## src/rtl/dispatch_pkg.sv

```systemverilog
// dispatch_pkg
// Shared definitions for the dual-core dispatcher: instruction field
// positions, the hazard key width, the core identifier type and small
// helpers that extract the source/destination keys and test two
// instructions for a data hazard.
package dispatch_pkg;

   localparam int INSTR_W  = 32;
   localparam int PIN_BIT  = 27;
   localparam int PCORE_BIT = 26;
   localparam int SSP_BIT  = 23;
   localparam int DSP_BIT  = 22;
   localparam int DADDR_HI = 21;
   localparam int DADDR_LO = 11;
   localparam int SADDR_HI = 10;
   localparam int SADDR_LO = 0;
   localparam int KEY_W    = 12;

   typedef enum logic {
      CORE0 = 1'b0,
      CORE1 = 1'b1
   } core_id_t;

   // Source key is the source space bit joined with the source address.
   function automatic logic [KEY_W-1:0] srcKey(input logic [INSTR_W-1:0] instr);
      return {instr[SSP_BIT], instr[SADDR_HI:SADDR_LO]};
   endfunction

   // Destination key is the destination space bit joined with the destination address.
   function automatic logic [KEY_W-1:0] dstKey(input logic [INSTR_W-1:0] instr);
      return {instr[DSP_BIT], instr[DADDR_HI:DADDR_LO]};
   endfunction

   // A new instruction conflicts with a queued one on RAW, WAR or WAW
   // overlap of their keys.
   function automatic logic keysConflict(input logic [INSTR_W-1:0] newInstr,
                                         input logic [INSTR_W-1:0] entryInstr);
      return (srcKey(newInstr) == dstKey(entryInstr)) ||
             (dstKey(newInstr) == srcKey(entryInstr)) ||
             (dstKey(newInstr) == dstKey(entryInstr));
   endfunction

endpackage

```

## src/rtl/dispatch_queue.sv

```systemverilog
// dispatch_queue
// Circular-buffer FIFO holding instructions waiting for one core.
// Ports:
//   clk, resetn      clock and synchronous active-low reset
//   i_push, i_pushData  write request and data (ignored when full)
//   i_pop            pop request (ignored when empty)
//   o_headData       oldest entry
//   o_full, o_empty  occupancy flags
//   o_count          occupancy, 0..DEPTH
//   o_slotValid      per-slot occupied flags, for hazard comparison
//   o_entries        all storage slots flattened, slot g at [g*32 +: 32]
module dispatch_queue
   import dispatch_pkg::*;
#(
   parameter int DEPTH = 8
) (
   input  logic                       clk,
   input  logic                       resetn,
   input  logic                       i_push,
   input  logic [INSTR_W-1:0]         i_pushData,
   input  logic                       i_pop,
   output logic [INSTR_W-1:0]         o_headData,
   output logic                       o_full,
   output logic                       o_empty,
   output logic [$clog2(DEPTH):0]     o_count,
   output logic [DEPTH-1:0]           o_slotValid,
   output logic [DEPTH*INSTR_W-1:0]   o_entries
);

   localparam int AW = $clog2(DEPTH);

   logic [INSTR_W-1:0] r_mem [DEPTH];
   logic [AW-1:0]      r_rdPtr;
   logic [AW-1:0]      r_wrPtr;
   logic [AW:0]        r_count;
   logic               w_doPush;
   logic               w_doPop;

   assign o_full     = (r_count == (AW+1)'(DEPTH));
   assign o_empty    = (r_count == '0);
   assign o_count    = r_count;
   assign o_headData = r_mem[r_rdPtr];
   assign w_doPush   = i_push && !o_full;
   assign w_doPop    = i_pop && !o_empty;

   // A slot is occupied when its distance from the read pointer, taken
   // modulo DEPTH, is below the current count.
   for (genvar g = 0; g < DEPTH; g++) begin : gSlot
      logic [AW-1:0] w_offset;
      assign w_offset                    = AW'(g) - r_rdPtr;
      assign o_slotValid[g]              = ({1'b0, w_offset} < r_count);
      assign o_entries[g*INSTR_W +: INSTR_W] = r_mem[g];
   end

   // Storage, pointers and count; pointers wrap naturally because DEPTH
   // is a power of two. Reset clears storage so the head reads zero.
   always_ff @(posedge clk) begin
      if (!resetn) begin
         r_rdPtr <= '0;
         r_wrPtr <= '0;
         r_count <= '0;
         for (int i = 0; i < DEPTH; i++) begin
            r_mem[i] <= '0;
         end
      end else begin
         if (w_doPush) begin
            r_mem[r_wrPtr] <= i_pushData;
            r_wrPtr        <= r_wrPtr + 1'b1;
         end
         if (w_doPop) begin
            r_rdPtr <= r_rdPtr + 1'b1;
         end
         case ({w_doPush, w_doPop})
            2'b10:   r_count <= r_count + 1'b1;
            2'b01:   r_count <= r_count - 1'b1;
            default: r_count <= r_count;
         endcase
      end
   end

endmodule

```

## src/rtl/dual_core_dispatcher.sv

```systemverilog
// dual_core_dispatcher
// Steers each fetched instruction into one of two per-core queues.
// Pinned instructions go to the core they name; unpinned ones follow a
// data hazard to the queue holding the conflicting entry, stall when both
// queues conflict, and otherwise alternate via pref_core.
// Ports:
//   clk, resetn                 clock and synchronous active-low reset
//   in_valid/in_instr/in_ready  fetch-side handshake
//   cN_valid/cN_instr/cN_ready  core-side handshake, one per core
//   cN_count                    queue occupancy
//   pref_core                   target for the next unpinned, hazard-free instruction
module dual_core_dispatcher
   import dispatch_pkg::*;
#(
   parameter int DEPTH = 8
) (
   input  logic                   clk,
   input  logic                   resetn,
   input  logic                   in_valid,
   input  logic [31:0]            in_instr,
   output logic                   in_ready,
   output logic                   c0_valid,
   output logic [31:0]            c0_instr,
   input  logic                   c0_ready,
   output logic [$clog2(DEPTH):0] c0_count,
   output logic                   c1_valid,
   output logic [31:0]            c1_instr,
   input  logic                   c1_ready,
   output logic [$clog2(DEPTH):0] c1_count,
   output logic                   pref_core
);

   core_id_t                   r_prefCore;
   core_id_t                   w_target;
   logic                       w_stall;
   logic                       w_hazard0;
   logic                       w_hazard1;
   logic                       w_full0;
   logic                       w_full1;
   logic                       w_empty0;
   logic                       w_empty1;
   logic                       w_transfer;
   logic                       w_push0;
   logic                       w_push1;
   logic [DEPTH-1:0]           w_slotValid0;
   logic [DEPTH-1:0]           w_slotValid1;
   logic [DEPTH*INSTR_W-1:0]   w_entries0;
   logic [DEPTH*INSTR_W-1:0]   w_entries1;

   // Compare the incoming instruction against every occupied slot of each
   // queue. An entry being popped this cycle is still occupied here.
   always_comb begin
      w_hazard0 = 1'b0;
      w_hazard1 = 1'b0;
      for (int i = 0; i < DEPTH; i++) begin
         if (w_slotValid0[i] && keysConflict(in_instr, w_entries0[i*INSTR_W +: INSTR_W])) begin
            w_hazard0 = 1'b1;
         end
         if (w_slotValid1[i] && keysConflict(in_instr, w_entries1[i*INSTR_W +: INSTR_W])) begin
            w_hazard1 = 1'b1;
         end
      end
   end

   // Target resolution: pinning overrides hazards, a hazard in both queues
   // stalls, a single hazard follows its queue, else use the preference.
   always_comb begin
      w_stall  = 1'b0;
      w_target = r_prefCore;
      if (in_instr[PIN_BIT]) begin
         w_target = core_id_t'(in_instr[PCORE_BIT]);
      end else if (w_hazard0 && w_hazard1) begin
         w_stall = 1'b1;
      end else if (w_hazard0) begin
         w_target = CORE0;
      end else if (w_hazard1) begin
         w_target = CORE1;
      end
   end

   // Ready uses only the current full flag, never the core's pop request,
   // so there is no combinational path from cN_ready to in_ready.
   assign in_ready   = !w_stall && ((w_target == CORE1) ? !w_full1 : !w_full0);
   assign w_transfer = in_valid && in_ready;
   assign w_push0    = w_transfer && (w_target == CORE0);
   assign w_push1    = w_transfer && (w_target == CORE1);

   // The preference flips away from whichever core just received an instruction.
   always_ff @(posedge clk) begin
      if (!resetn) begin
         r_prefCore <= CORE0;
      end else if (w_transfer) begin
         r_prefCore <= core_id_t'(~w_target);
      end
   end

   assign pref_core = r_prefCore;
   assign c0_valid  = !w_empty0;
   assign c1_valid  = !w_empty1;

   dispatch_queue #(.DEPTH(DEPTH)) uQueue0 (
      .clk         (clk),
      .resetn      (resetn),
      .i_push      (w_push0),
      .i_pushData  (in_instr),
      .i_pop       (c0_ready),
      .o_headData  (c0_instr),
      .o_full      (w_full0),
      .o_empty     (w_empty0),
      .o_count     (c0_count),
      .o_slotValid (w_slotValid0),
      .o_entries   (w_entries0)
   );

   dispatch_queue #(.DEPTH(DEPTH)) uQueue1 (
      .clk         (clk),
      .resetn      (resetn),
      .i_push      (w_push1),
      .i_pushData  (in_instr),
      .i_pop       (c1_ready),
      .o_headData  (c1_instr),
      .o_full      (w_full1),
      .o_empty     (w_empty1),
      .o_count     (c1_count),
      .o_slotValid (w_slotValid1),
      .o_entries   (w_entries1)
   );

endmodule
```

## config.mk

```make
export PLATFORM = sky130hd
export DESIGN_NAME = dual_core_dispatcher
export DESIGN_NICKNAME = d
export VERILOG_FILES = /design/src/rtl/dispatch_pkg.sv /design/src/rtl/dispatch_queue.sv /design/src/rtl/dual_core_dispatcher.sv
export SDC_FILE = /design/constraint.sdc
export NUM_CORES = 1
export LEC_CHECK = 0
export CAP_MARGIN = 25
export CORE_MARGIN = 4
export CORE_UTILIZATION = 25
export CTS_BUF_LIST = sky130_fd_sc_hd__clkbuf_8
export CTS_CLUSTER_SIZE = 12
export DETAILED_ROUTE_END_ITERATION = 6
export DONT_BUFFER_PORTS = 1
export GPL_TIMING_DRIVEN = 0
export PLACE_DENSITY = 0.42
export SYNTH_ARGS = -nofsm -noshare
export SYNTH_HDL_FRONTEND = slang
export SYNTH_SLANG_ARGS = --single-unit
```

## constraint.sdc

```tcl
create_clock -name clk -period 9.27 [get_ports clk]
set_clock_uncertainty 0.15 [all_clocks]
set_input_delay 2.781 -clock clk [delete_from_list [all_inputs] [get_ports clk]]
set_output_delay 2.781 -clock clk [all_outputs]
set_load 0.05 [all_outputs]
```

# --- Yosys cells after proc, flatten, opt, wreduce, memory -nomap -nowiden ---
# Memories as Yosys holds them, arrays and structs flattened. A register that Yosys moved wholly into a read port is not among the register bits.
# Cells that the tools add are included.
word_totals:
  register_bits: 21
  ram_bits: 512
  inputBits: 37
  output_inout_bits: 76
  word_cells: 214
  n_memories: 2
memory_table:
  columns: ["memory", "words", "width", "rd", "rd_clocked_by_memory_dff", "write_ports", "line_no", "source"]
  rows:
  - ["uQueue0.r_mem", 8, 32, 9, 1, 8, "dispatch_queue.sv:32", "logic [INSTR_W-1:0] r_mem [DEPTH];"]
  - ["uQueue1.r_mem", 8, 32, 9, 1, 8, "dispatch_queue.sv:32", null]
classes:
  addsub: 24
  order_cmp: 16
  eq_ne: 54
  n_mux: 42
  n_bitwise: 1
  reduce_logical: 68
op_table:
  columns: ["op", "n"]
  rows:
  - ["12-bit == test", 48]
  - ["3-bit by 4-bit < comparator with 1-bit output", 16]
  - ["32-bit 2-to-1 mux", 2]
  - ["32-bit OR reduction", 2]
  - ["1-bit logical OR", 32]
  - ["1-bit 2-to-1 mux", 32]
  - ["1-bit logical AND", 25]
  - ["3-bit subtractor, first input constant", 8]
  - ["3-bit 2-to-1 mux", 6]
  - ["4-bit one-hot mux with 2 select lines", 2]
  - ["3-bit by 1-bit adder with 3-bit output, second input constant", 4]
  - ["1-bit by 3-bit subtractor with 3-bit output, first input constant", 4]
  - ["2-bit by 3-bit subtractor with 3-bit output, first input constant", 4]
  - ["4-bit by 1-bit adder with 4-bit output, second input constant", 2]
  - ["4-bit == test, second input constant", 2]
  - ["4-bit zero test", 2]
  - ["4-bit by 1-bit subtractor with 4-bit output, second input constant", 2]
  - ["1-bit zero test", 5]
  - ["2-bit by 1-bit == test with 1-bit output, second input constant", 2]
  - ["2-bit == test, second input constant", 2]
  - ["2-bit nonzero test", 2]
  - ["1-bit inverter", 1]

# --- Depth between registers and ports, before layout ---
# Gate-level depths: netlist of the first run.
logic_depth:
  ltp_word: 26
  mapped_depth: 23

# --- Modules after synthesis ---
# From an unflattened synthesis of the first run, not the netlist that was laid out.
hier_totals:
  cells_unflattened: 2611
  area_unflattened_um2: 31650.4
by_module_without_submodules:
  columns: ["module", "n_inst", "cells_per_inst", "area_each_um2", "seq_area_each_um2"]
  rows:
  - ["dispatch_queue (uQueue1)", 1, 859, 12218.0, 7947.6]
  - ["dispatch_queue (uQueue0)", 1, 823, 12021.5, 7947.6]
  - ["dual_core_dispatcher", 1, 929, 7410.9, 20.0]

# --- Worst setup path after synthesis of the first run ---
# No wires, ideal clock.
synth_timing:
  kind: "in2reg"
  from: "input in_instr[15]"
  to: "memory uQueue0.r_mem[1][0], enable pin"
  arrival_ps: 8082
  path_slack_ps: 527
  cell_stages: 13
  cell_sequence: "buf_4 buf_6 buf_8 xor2_1 nor4_1 nand3_1 a31oi_1 nor4_1 nand4_1 a21o_1 o21a_1 clkbuf_1 o41ai_1"
synth_lines:
  columns: ["item", "line_no", "source"]
  rows:
  - ["start: declaration", "dual_core_dispatcher.sv:20", "input logic [31:0] in_instr,"]
  - ["end: declaration", "dispatch_queue.sv:32", null]

# --- Final worst setup path of the first run ---
layout_timing:
  from: "input in_instr[16]"
  to: "output in_ready"
layout_between:
  elab_chain_len: 18
layout_rtl:
  columns: ["item", "line_no", "source"]
  rows:
  - ["12-bit == test", "dispatch_pkg.sv:39", "(dstKey(newInstr) == srcKey(entryInstr)) ||"]
  - ["1-bit logical OR", "dispatch_pkg.sv:38", "return (srcKey(newInstr) == dstKey(entryInstr)) ||"]
  - ["1-bit logical OR", "dispatch_pkg.sv:39", null]
  - ["1-bit logical AND", "dual_core_dispatcher.sv:59", "if (w_slotValid1[i] && keysConflict(in_instr, w_entries1[i*INSTR_W +: INSTR_W])) begin"]
  - ["1-bit 2-to-1 mux (8 in a row)", "dual_core_dispatcher.sv:59", null]
  - ["1-bit 2-to-1 mux", "dual_core_dispatcher.sv:76", "end else if (w_hazard1) begin"]
  - ["1-bit 2-to-1 mux", "dual_core_dispatcher.sv:74", "end else if (w_hazard0) begin"]
  - ["1-bit 2-to-1 mux", "dual_core_dispatcher.sv:72", "end else if (w_hazard0 && w_hazard1) begin"]
  - ["1-bit 2-to-1 mux", "dual_core_dispatcher.sv:70", "if (in_instr[PIN_BIT]) begin"]
  - ["1-bit 2-to-1 mux", "dual_core_dispatcher.sv:83", "assign in_ready = !w_stall && ((w_target == CORE1) ? !w_full1 : !w_full0);"]
  - ["1-bit logical AND (*)", "dual_core_dispatcher.sv:83", null]
  - ["end: declaration", "dual_core_dispatcher.sv:21", "output logic in_ready,"]
# Mark *: on every way between the ends. The rest lies on a longest branch, timed or not.

==> metrics.txt, run 1 <==
most frequent cells in the layout edfxtp_1 (512), xor2_1 (378), and3_1 (349); asr flop ratio synth 0%; CTS Root Cell clkbuf_8; CTS Buf Count between 90 and 100; Warnings, synthesis 0; worst skew pair latency roughly 0.76 ns; Clk pwr share 32.1%; Die Y-Extent between 300 and 400 um; syn_area_per_cell roughly 13 um^2; RSZ-0062 raised after global routing no; Power Dens Cells about 220 mW/mm^2; Post-Place Cells around 4300; largest net degree at the start of global routing 33; Nets about 2800; Crit. End Element primary output; Rows approximately 130; die width 367 um; Pre-Repair DR Iteration Count 6; CTS tree built; Max Clk Rate ~110 MHz; Syn Inst Count around 2600; top cells by area, synth edfxtp_1 (48%), xor2_1 (10%), mux4_2 (9.0%); gpl congestion between 0.9 and 1; Residual DRC 0; first-pass GRT wire length ~200 mm; Tightest Pin Transition 1.13 ns; Yosys top cell by area edfxtp_1; Startpoint Class primary input; Core Util, Final 29.0%; final wirelength approximately 150 mm; Critical Path AT roughly 6.3 ns; Tcrit/Tclk final between 90% and 100%; CP max FO 10; Reg power frac a little under two fifths; CP required around 6.3 ns; Seq cells post-synth 539; hold crit path type reg -> reg; Post-DP Area around 0.035 mm^2; Synth Net Count ~2600; Reg clk slew, reported paths 0.06 ns; VDD IR max around 92 uV; commonest non-fill, non-tap cell in the layout edfxtp_1; final worst slack slightly below 0.09 ns; drt first-iter violations between 2000 and 3000; Post-synth top flop edfxtp_1; leakage power between 10 and 15 nW; Initial Util 25.2%; crit path time final around 9.2 ns; Max clock buf depth 3; global route overflow 0; Max-Cap Viols 0; non-filler cells, final approximately 4500; register area share after synthesis between 40% and 50%; Port Buffers 0; share of cells above drive strength 1 between 10% and 20%; Yosys cell types 48; die area between 0.1 and 0.15 mm^2; Post-synth EDFFs about 500; Slowest-stage cell, CP nor4_1; switching share of power ~37%; Logic pwr share between 30 and 40%; pre-CTS setup slack -0.443 ns; half-perimeter wire length after detailed placement 108 mm; number of global-route vias before repair approximately 23000; Slew Limit Fails 0; fin area 0.0371 mm^2; hold_buf cts 0; routed vias/inst ~5.2; crit path cell chain clkbuf_2, buf_6, buf_6, xnor2_1, nand4_1, nor4_1, nor4_1, and4_1, o21a_1, o21a_1, clkbuf_2, nand2_1, o211a_4; area grow syn2layout 15.3%; Tot GR Track Use between 20% and 30%; num ports about 110; CTS H-tree lvls 3; Sw Pwr around 3 mW; Internal 5.07 mW; final setup fails 0; CORE AREA ~0.13 mm^2; Mapped Area between 0.03 and 0.04 mm^2; WS Path Type in -> out; antenna-violating nets left 0; Final Hold Viols 0; WL per Instance about 33 um; antenna violations before repair 13; Worst path max stage delay 0.76 ns; Via Count approximately 23000; top-area cell type share of the netlist area between 40 and 50%; status finished clean; slew margin rel. approximately a quarter; clock tree sinks roughly 540
-- power by group through the flow --
stage,logic (mW),clock network (mW),registers [mW]
global route,2.62,2.74,3.02
finish,2.48,2.59,3.01
floorplan,1.63,0,2.99
CTS,2.49,2.63,3.01
global placement,2.39,0,3.06
detailed placement,2.48,0,3.06
-- kinds of logic after synthesis --
| kind of cell | Yosys count | synth area share [%] |
|---|---|---|
| compound gates | 82 | 1.58 |
| mux | 195 | 11.3 |
| fa+ha+maj | 38 | 1.52 |
| xor+xnor | 593 | 16.1 |
| buf+inv | 303 | 4.69 |
| flops | 539 | 49.5 |
| simple gates | 818 | 15.3 |
-- cells in the mapped netlist (4+ instances only) --
library cell / instances
nand4_1: 59
and3_1: 349
buf_4: 33
a21o_1: 4
a21oi_1: 49
and2_1: 156
a31oi_1: 5
clkbuf_2: 22
mux4_2: 128
nand2b_1: 5
xor2_1: 378
nand3_1: 47
nor4_1: 116
nor3_1: 8
buf_1: 14
clkbuf_1: 136
buf_2: 35
inv_1: 38
mux2_2: 64
ha_1: 36
dfxtp_1: 27
o21ai_0: 10
nand2_1: 25
nor2_1: 40
or3_1: 4
edfxtp_1: 512
xnor2_1: 215
buf_6: 22
-- flip-flops by register name, summed over array words and instances (netlist names), named ones only --
name and count:
uQueue0.r_rdPtr 3, pref_core 1, uQueue0.r_mem 256, uQueue1.r_mem 256
uQueue1.r_rdPtr 3, uQueue1.o_count 4, uQueue0.r_wrPtr 3, uQueue1.r_wrPtr 3
uQueue0.o_count 4
-- metrics by stage --
step	total power, mW	hold slack, ns	setup TNS, ns
after floorplan	4.62	0.367	0
after global placement	5.45	0.400	-483.40
after detailed placement	5.53	0.409	-0.443
after CTS	8.12	0.418	0
after global routing	8.38	0.462	0
final	8.08	0.421	0
-- final cells by class --
class | count | area [um^2]
buffer | 263 | 1370
multi-input combinational | 1726 | 14800
clock inverter | 76 | 734
timing repair buffer | 40 | 554
inverter | 40 | 150
fill | 13000 | 90600
clock buffer | 103 | 1420
antenna | 8 | 20.0
tap | 1662 | 2080
sequential | 539 | 15900
-- repair_timing --
action	4_1_cts	5_1_grt
pin swaps	1	0
buffers inserted	2	0
endpoints found under the setup margin	1	1
hold endpoints to repair	0	0
gates resized for setup	5	4
-- per-layer routing --
| metal | track usage (%) | share of wire, % | vias up | routed length [um] |
|---|---|---|---|---|
| li1 | - | - | 9701 | - |
| met1 | 27.8 | 41 | 11900 | 60700 |
| met2 | 34.4 | 46 | 1146 | 68100 |
| met3 | 4.26 | 7.8 | 287 | 11500 |
| met4 | 9.28 | 4.8 | 2 | 7040 |
| met5 | 0 | 0.014 | - | 20 |
-- critical path: cells and delay by family --
kind            cells  cell delay, ns
buf+inv             4            1.03
simple gates        5            1.46
compound gates      3            0.79
xor+xnor            1            0.16
-- path summary, 6_finish.rpt --
check / startpoint / endpoint / slack [ns] / cells past startpoint
worst min register to register: uQueue1.r_wrPtr[1] / uQueue1.r_wrPtr[1] / 0.42 / 2
worst max-delay path: in_instr[16] / in_ready / 0.09 / 13
worst min-delay path: uQueue1.r_wrPtr[1] / uQueue1.r_wrPtr[1] / 0.42 / 2
worst max register to register: uQueue0.o_count[1] / uQueue0.o_count[3] / 2.45 / 21
(Power assumes the default switching activity.)
==> inputs of run 2 (changes only) <==
--- a/config.mk
+++ b/config.mk
@@ -7,13 +7,13 @@
 export LEC_CHECK = 0
 export CAP_MARGIN = 25
 export CORE_MARGIN = 4
-export CORE_UTILIZATION = 25
+export CORE_UTILIZATION = 55
 export CTS_BUF_LIST = sky130_fd_sc_hd__clkbuf_8
 export CTS_CLUSTER_SIZE = 12
 export DETAILED_ROUTE_END_ITERATION = 6
 export DONT_BUFFER_PORTS = 1
 export GPL_TIMING_DRIVEN = 0
-export PLACE_DENSITY = 0.42
+export PLACE_DENSITY = 0.74
 export SYNTH_ARGS = -nofsm -noshare
 export SYNTH_HDL_FRONTEND = slang
 export SYNTH_SLANG_ARGS = --single-unit
==> run 2 against run 1 <==
  * The run now ends with design-rule violations left
  * Fmax down 0.40%
  * Via count up 3.9%
  * Hold slack better by 0.0047 ns
  * Critical path type unchanged
  * Critical endpoint unchanged
  * First-iteration DRC count up 41%
  * Register-to-register slack better by 0.05 ns
  * Power down 8.5%
  * Sequential cell count unchanged
  * Critical path depth up 2
  * Sequential share of layout area up 2.1 points
  * Clock-buffer cell count down 7
  * Final area down 4.7%
  * Combinational power down 6%
==> metrics.txt, run 2 (synthesis gave the netlist of run 1 again) <==
Rows 88 (was 131); CTS Root Cell clkbuf_8 (unchanged); hold crit path type reg -> reg (unchanged); WS Path Type in -> out (unchanged); crit path time final 9.22 ns (was 9.18 ns); Max-Cap Viols 0 (unchanged); Slowest-stage cell, CP nor4_1 (unchanged); worst skew pair latency 0.71 ns (was 0.76 ns); Sw Pwr 2.79 mW (was 3.01 mW); R2R depth 21 (unchanged); slew margin rel. 26.1% (was 24.7%); Clk pwr share 27.9% (was 32.1%); CTS H-tree lvls 3 (unchanged); Die Y-Extent 250 um (was 367 um); antenna violations before repair 7 (was 13); Slew Limit Fails 0 (unchanged); RSZ-0062 raised after global routing no (unchanged); CORE AREA 0.0578 mm^2 (was 0.128 mm^2); area grow syn2layout 9.86% (was 15.3%); Final Power 7.40 mW (was 8.08 mW); Critical Path AT 6.29 ns (was 6.25 ns); die width 250 um (was 367 um); commonest non-fill, non-tap cell in the layout edfxtp_1 (unchanged); multi-input logic area 0.0148 mm^2 (about the same); Worst path max stage delay 0.52 ns (was 0.76 ns); HP Start uQueue1.r_wrPtr[1] (unchanged); CP max FO 10 (unchanged); Internal 4.61 mW (was 5.07 mW); share of cells above drive strength 1 17.1% (was 18.5%); Tightest Pin Transition 1.11 ns (was 1.13 ns); largest net degree at the start of global routing 33 (unchanged); clock tree sinks 539 (unchanged); number of global-route vias before repair 23400 (about the same); WL per Instance 34.5 um (was 33.0 um); final wirelength 122 mm (was 147 mm); drt first-iter violations 3523 (was 2505); final setup fails 0 (unchanged); WP depth 15 (was 13); Reg clk slew, reported paths 0.06 ns (about the same); VDD IR max 180 uV (was 91.6 uV); Tot GR Track Use 38.2% (was 21.3%); WP buf/inv 5 (was 4); antenna-violating nets left 0 (unchanged); status complete, but fails checks (was finished clean); Reg power frac 40.6% (was 37.2%); Tcrit/Tclk final 99.4% (was 99.0%); die area 0.0624 mm^2 (was 0.134 mm^2); Max Clk Rate 108 MHz (was 109 MHz); FF/Latch Area 0.0159 mm^2 (unchanged); CTS Buf Count 91 (was 98); leakage power 14.0 nW (was 14.3 nW); Power Dens Cells 209 mW/mm^2 (was 218 mW/mm^2); launch point of the worst path in_instr[19] (was in_instr[16]); CTS tree built (unchanged); first-pass GRT wire length 171 mm (was 200 mm); CP required 6.34 ns (about the same); Residual DRC 1 (was 0); Pre-Repair DR Iteration Count 7 (was 6); Top delay family on crit path buffers and inverters (was simple AND/OR/NAND/NOR gates); hold path cells 2 (unchanged); Final Hold Viols 0 (unchanged); gpl congestion 1.05 (was 0.925); Initial Util 55.6% (was 25.2%); Setup TNS 0 ns (unchanged); num ports 113 (unchanged); Port Buffers 0 (unchanged); violated checks design-rule violations; switching share of power 37.7% (was 37.3%); Crit. End Element primary output (unchanged); routed vias/inst 6.77 (was 5.17); crit path cell chain clkbuf_2, buf_6, buf_6, xor2_1, nor4_1, nand3_1, a21oi_1, nor4_1, nand4_1, buf_4, a21o_1, o21a_1, clkbuf_2, nand2_1, o211a_4 (was clkbuf_2, buf_6, buf_6, xnor2_1, nand4_1, nor4_1, nor4_1, and4_1, o21a_1, o21a_1, clkbuf_2, nand2_1, o211a_4); Startpoint Class primary input (unchanged); Logic pwr share 31.5% (was 30.7%); most frequent cells in the layout edfxtp_1 (512), xor2_1 (378), and3_1 (349) (unchanged); half-perimeter wire length after detailed placement 88.1 mm (was 108 mm); Max clock buf depth 3 (unchanged); global route overflow 0 (unchanged); R2R Path Start uQueue0.o_count[1] (unchanged); Via Count 24000 (was 23100); Filler cells 4464 (was 13000); Nets 2766 (was 2783); Largest regs uQueue0.r_mem: 256 flops, uQueue1.r_mem: 256 flops (unchanged)
[run 2: worst min-delay path, cell delays in order (launching register included)]
cell and delay [ns]:
dfxtp_1 0.37, nand3_1 0.09, o21ai_0 0.07
[run 2: worst paths after layout]
check                  endpoint  slack (ns)
max reg2reg  uQueue0.o_count[3]        2.50
min          uQueue1.r_wrPtr[1]        0.43
min reg2reg  uQueue1.r_wrPtr[1]        0.43
max                    in_ready        0.05
[run 2: through the flow]
stage / instances / hold slack, ns / setup WS, ns / cell area [um^2] / utilization, %
after CTS: 3528 / 0.421 / 0.0854 / 35300 / 61.0
after global placement: 3333 / 0.387 / -3.38 / 33100 / 57.3
after detailed placement: 3358 / 0.412 / -0.356 / 33500 / 58.0
after global routing: 3533 / 0.457 / 0.0913 / 35300 / 61.1
after floorplan: 2568 / 0.367 / 0.527 / 32200 / -
final: 3537 / 0.426 / 0.0511 / 35300 / 61.1
[run 2: final cells by class]
class	count	share of cell area [%]
diodes	5	0.0354
clock inverters	73	1.09
multi-input cells	1726	41.9
plain buffers	263	3.85
clock buffers	96	3.74
flip-flops and latches	539	45.0
inverters	40	0.425
well taps	765	2.71
repair buffers	30	1.20
[run 2: metal layers]
layer	share of wire, %	up-vias	track usage (%)
met4	6.5	2	20.7
li1	-	9666	-
met2	44	2001	57.2
met5	0.012	-	0
met1	36	11800	50.7
met3	13	446	11.0
[run 2: power by group through the flow]
stage / Sequential [mW] / Clock (mW) / Combinational, mW
after floorplan: 2.99 / 0 / 1.63
after global placement: 3.05 / 0 / 2.19
after detailed placement: 3.04 / 0 / 2.26
after CTS: 2.99 / 2.05 / 2.27
after global routing: 3.01 / 2.17 / 2.43
final: 3.00 / 2.06 / 2.33
[run 2: what timing repair did]
action | in CTS | in global routing
pin swaps | 1 | 0
gates resized for setup | 2 | 2
setup endpoints to repair | 1 | 1
hold buffers | 0 | 0
buffers inserted | 1 | 0
==> inputs of run 3 (changes only) <==
--- a/config.mk
+++ b/config.mk
@@ -13,6 +13,7 @@
 export DETAILED_ROUTE_END_ITERATION = 6
 export DONT_BUFFER_PORTS = 1
 export GPL_TIMING_DRIVEN = 0
+export MAX_ROUTING_LAYER = met4
 export PLACE_DENSITY = 0.74
 export SYNTH_ARGS = -nofsm -noshare
 export SYNTH_HDL_FRONTEND = slang
==> run 3 against run 2 <==
  * The flow now finishes without violations
  * Via count hardly changed
  * Sequential power hardly changed
  * Register-to-register slack worse by 0.11 ns
  * Clock-buffer cell count is 3 lower
  * Power is 0.31% higher
  * Routed wire length is 1.1% higher
  * Cell count is 0.25% lower
  * Core utilization is 0.054 points lower
  * Largest cell class unchanged
  * Setup slack worse by 0.035 ns
  * Global-route usage is 1.7 points higher
  * Fmax is 0.38% lower
==> metrics.txt, run 3 (synthesis gave the netlist of run 1 again) <==
HP Start uQueue1.r_wrPtr[1] (unchanged); Tcrit/Tclk final 99.8% (was 99.4%); crit path time final 9.25 ns (was 9.22 ns); status finished clean (was complete, but fails checks); hold crit path type reg -> reg (unchanged); Pre-Repair DR Iteration Count 6 (was 7); Die Y-Extent 250 um (unchanged); commonest non-fill, non-tap cell in the layout edfxtp_1 (unchanged); num ports 113 (unchanged); drt first-iter violations 4039 (was 3523); crit path cell chain clkbuf_1, buf_4, xor2_1, nor4_1, nand3_1, a31oi_1, nor4_2, and4_2, o21a_1, o21a_1, clkbuf_2, o211a_2 (was clkbuf_2, buf_6, buf_6, xor2_1, nor4_1, nand3_1, a21oi_1, nor4_1, nand4_1, buf_4, a21o_1, o21a_1, clkbuf_2, nand2_1, o211a_4); Post-Place Cells 3356 (was 3358); die width 250 um (unchanged); CTS H-tree lvls 3 (unchanged); Slowest-stage cell, CP nor4_2 (was nor4_1); Tightest Pin Transition 1.12 ns (was 1.11 ns); launch point of the worst path in_instr[20] (was in_instr[19]); largest net degree at the start of global routing 33 (unchanged); Critical Path AT 6.32 ns (was 6.29 ns); Max Clk Rate 108 MHz (about the same); slew margin rel. 25.0% (was 26.1%); Nets 2768 (was 2766); area grow syn2layout 9.76% (was 9.86%); share of cells above drive strength 1 17.1% (about the same); Crit. End Element primary output (unchanged); WS Path Type in -> out (unchanged); number of global-route vias before repair 23200 (was 23400); Startpoint Class primary input (unchanged); first-pass GRT wire length 173 mm (was 171 mm); Reg clk slew, reported paths 0.06 ns (about the same); WL per Instance 35.0 um (was 34.5 um); antenna violations before repair 3 (was 7); Residual DRC 0 (was 1); CP max FO 10 (unchanged); antenna-violating nets left 0 (unchanged); CTS tree built (unchanged); CTS Buf Count 90 (was 91); FF/Latch Area 0.0159 mm^2 (unchanged); Slew Limit Fails 0 (unchanged); worst skew pair latency 0.74 ns (was 0.71 ns); hold_buf cts 0 (unchanged); gpl congestion 1.06 (was 1.05); Core Util, Final 61.1% (about the same); Final Hold Viols 0 (unchanged); leakage power 14.0 nW (about the same); most frequent cells in the layout edfxtp_1 (512), xor2_1 (378), and3_1 (349) (unchanged); WP buf/inv 3 (was 5); multi-input logic area 0.0148 mm^2 (about the same); Max-Cap Viols 0 (unchanged); VDD IR max 164 uV (was 180 uV); Setup TNS 0 ns (unchanged); final worst slack 0.0157 ns (was 0.0511 ns); CTS Root Cell clkbuf_8 (unchanged); global route overflow 0 (unchanged); Post-DP Area 0.0335 mm^2 (about the same); non-filler cells, final 3528 (was 3537); Max clock buf depth 3 (unchanged); half-perimeter wire length after detailed placement 89.3 mm (was 88.1 mm); R2R Path Start uQueue0.o_count[1] (unchanged); Via Count 24000 (about the same); final wirelength 123 mm (was 122 mm); Tot GR Track Use 39.9% (was 38.2%); Filler cells 4646 (was 4464); final setup fails 0 (unchanged); CP required 6.34 ns (about the same); Final Power 7.42 mW (was 7.40 mW); pre-CTS setup slack -0.337 ns (was -0.356 ns); clock tree sinks 539 (unchanged); Fin Hold WS 0.446 ns (was 0.426 ns); CORE AREA 0.0578 mm^2 (unchanged); Top delay family on crit path simple AND/OR/NAND/NOR gates (was buffers and inverters); Largest regs uQueue0.r_mem: 256 flops, uQueue1.r_mem: 256 flops (unchanged); Initial Util 55.6% (unchanged); Worst path max stage delay 0.46 ns (was 0.52 ns); die area 0.0624 mm^2 (unchanged); Port Buffers 0 (unchanged); fin area 0.0353 mm^2 (about the same); routed vias/inst 6.79 (was 6.77); Rows 88 (unchanged); Power Dens Cells 210 mW/mm^2 (was 209 mW/mm^2); Worst path most repeated cell o21a_1
-- run 3: final timing paths --
| kind | slack, ns | to | cells after the start |
|---|---|---|---|
| min reg2reg | 0.45 | uQueue1.r_wrPtr[1] | 2 |
| max | 0.02 | in_ready | 12 |
| min | 0.45 | uQueue1.r_wrPtr[1] | 2 |
| max reg2reg | 2.39 | uQueue0.o_count[3] | 21 |
-- run 3: area by class of cell --
cell class                      count  area share (%)
Tap cell                          765            2.71
Antenna cell                        3          0.0213
Buffer                            263            3.86
Multi-Input combinational cell   1726            42.0
Clock inverter                     66            1.05
Timing Repair Buffer               33            1.27
Clock buffer                       93            3.63
Sequential cell                   539            45.1
Inverter                           40           0.425
-- run 3: metal layers --
metal | vias to the layer above | share of wire [%] | track usage (%) | routed length, um
li1 | 9662 | - | - | -
met1 | 11900 | 37 | 52.7 | 45200
met2 | 1996 | 44 | 58.4 | 54700
met3 | 366 | 13 | 10.5 | 16500
met4 | 0 | 5.6 | 18.4 | 6890
met5 | - | 0 | - | 0
-- run 3: timing repair --
item,in CTS,in global routing
pin swaps,1,0
endpoints found under the setup margin,1,1
gates resized for setup,2,4
setup buffers,1,0
-- run 3: worst register-to-register path, delay by kind of cell, from the launching register on --
family                     cells  cell delay [ns]
buffers and inverters          4             1.09
and+or+nand+nor                7             2.33
DFF                            1             0.71
xor gates and xnor gates       1             0.10
AOI/OAI and AO/OA              6             1.46
adders and majority gates      3             0.99
-- run 3: where the power goes --
group          internal [mW]  switching [mW]
clock network          0.995            1.05
registers               2.81           0.197
logic                  0.791            1.58
total                   4.59            2.83
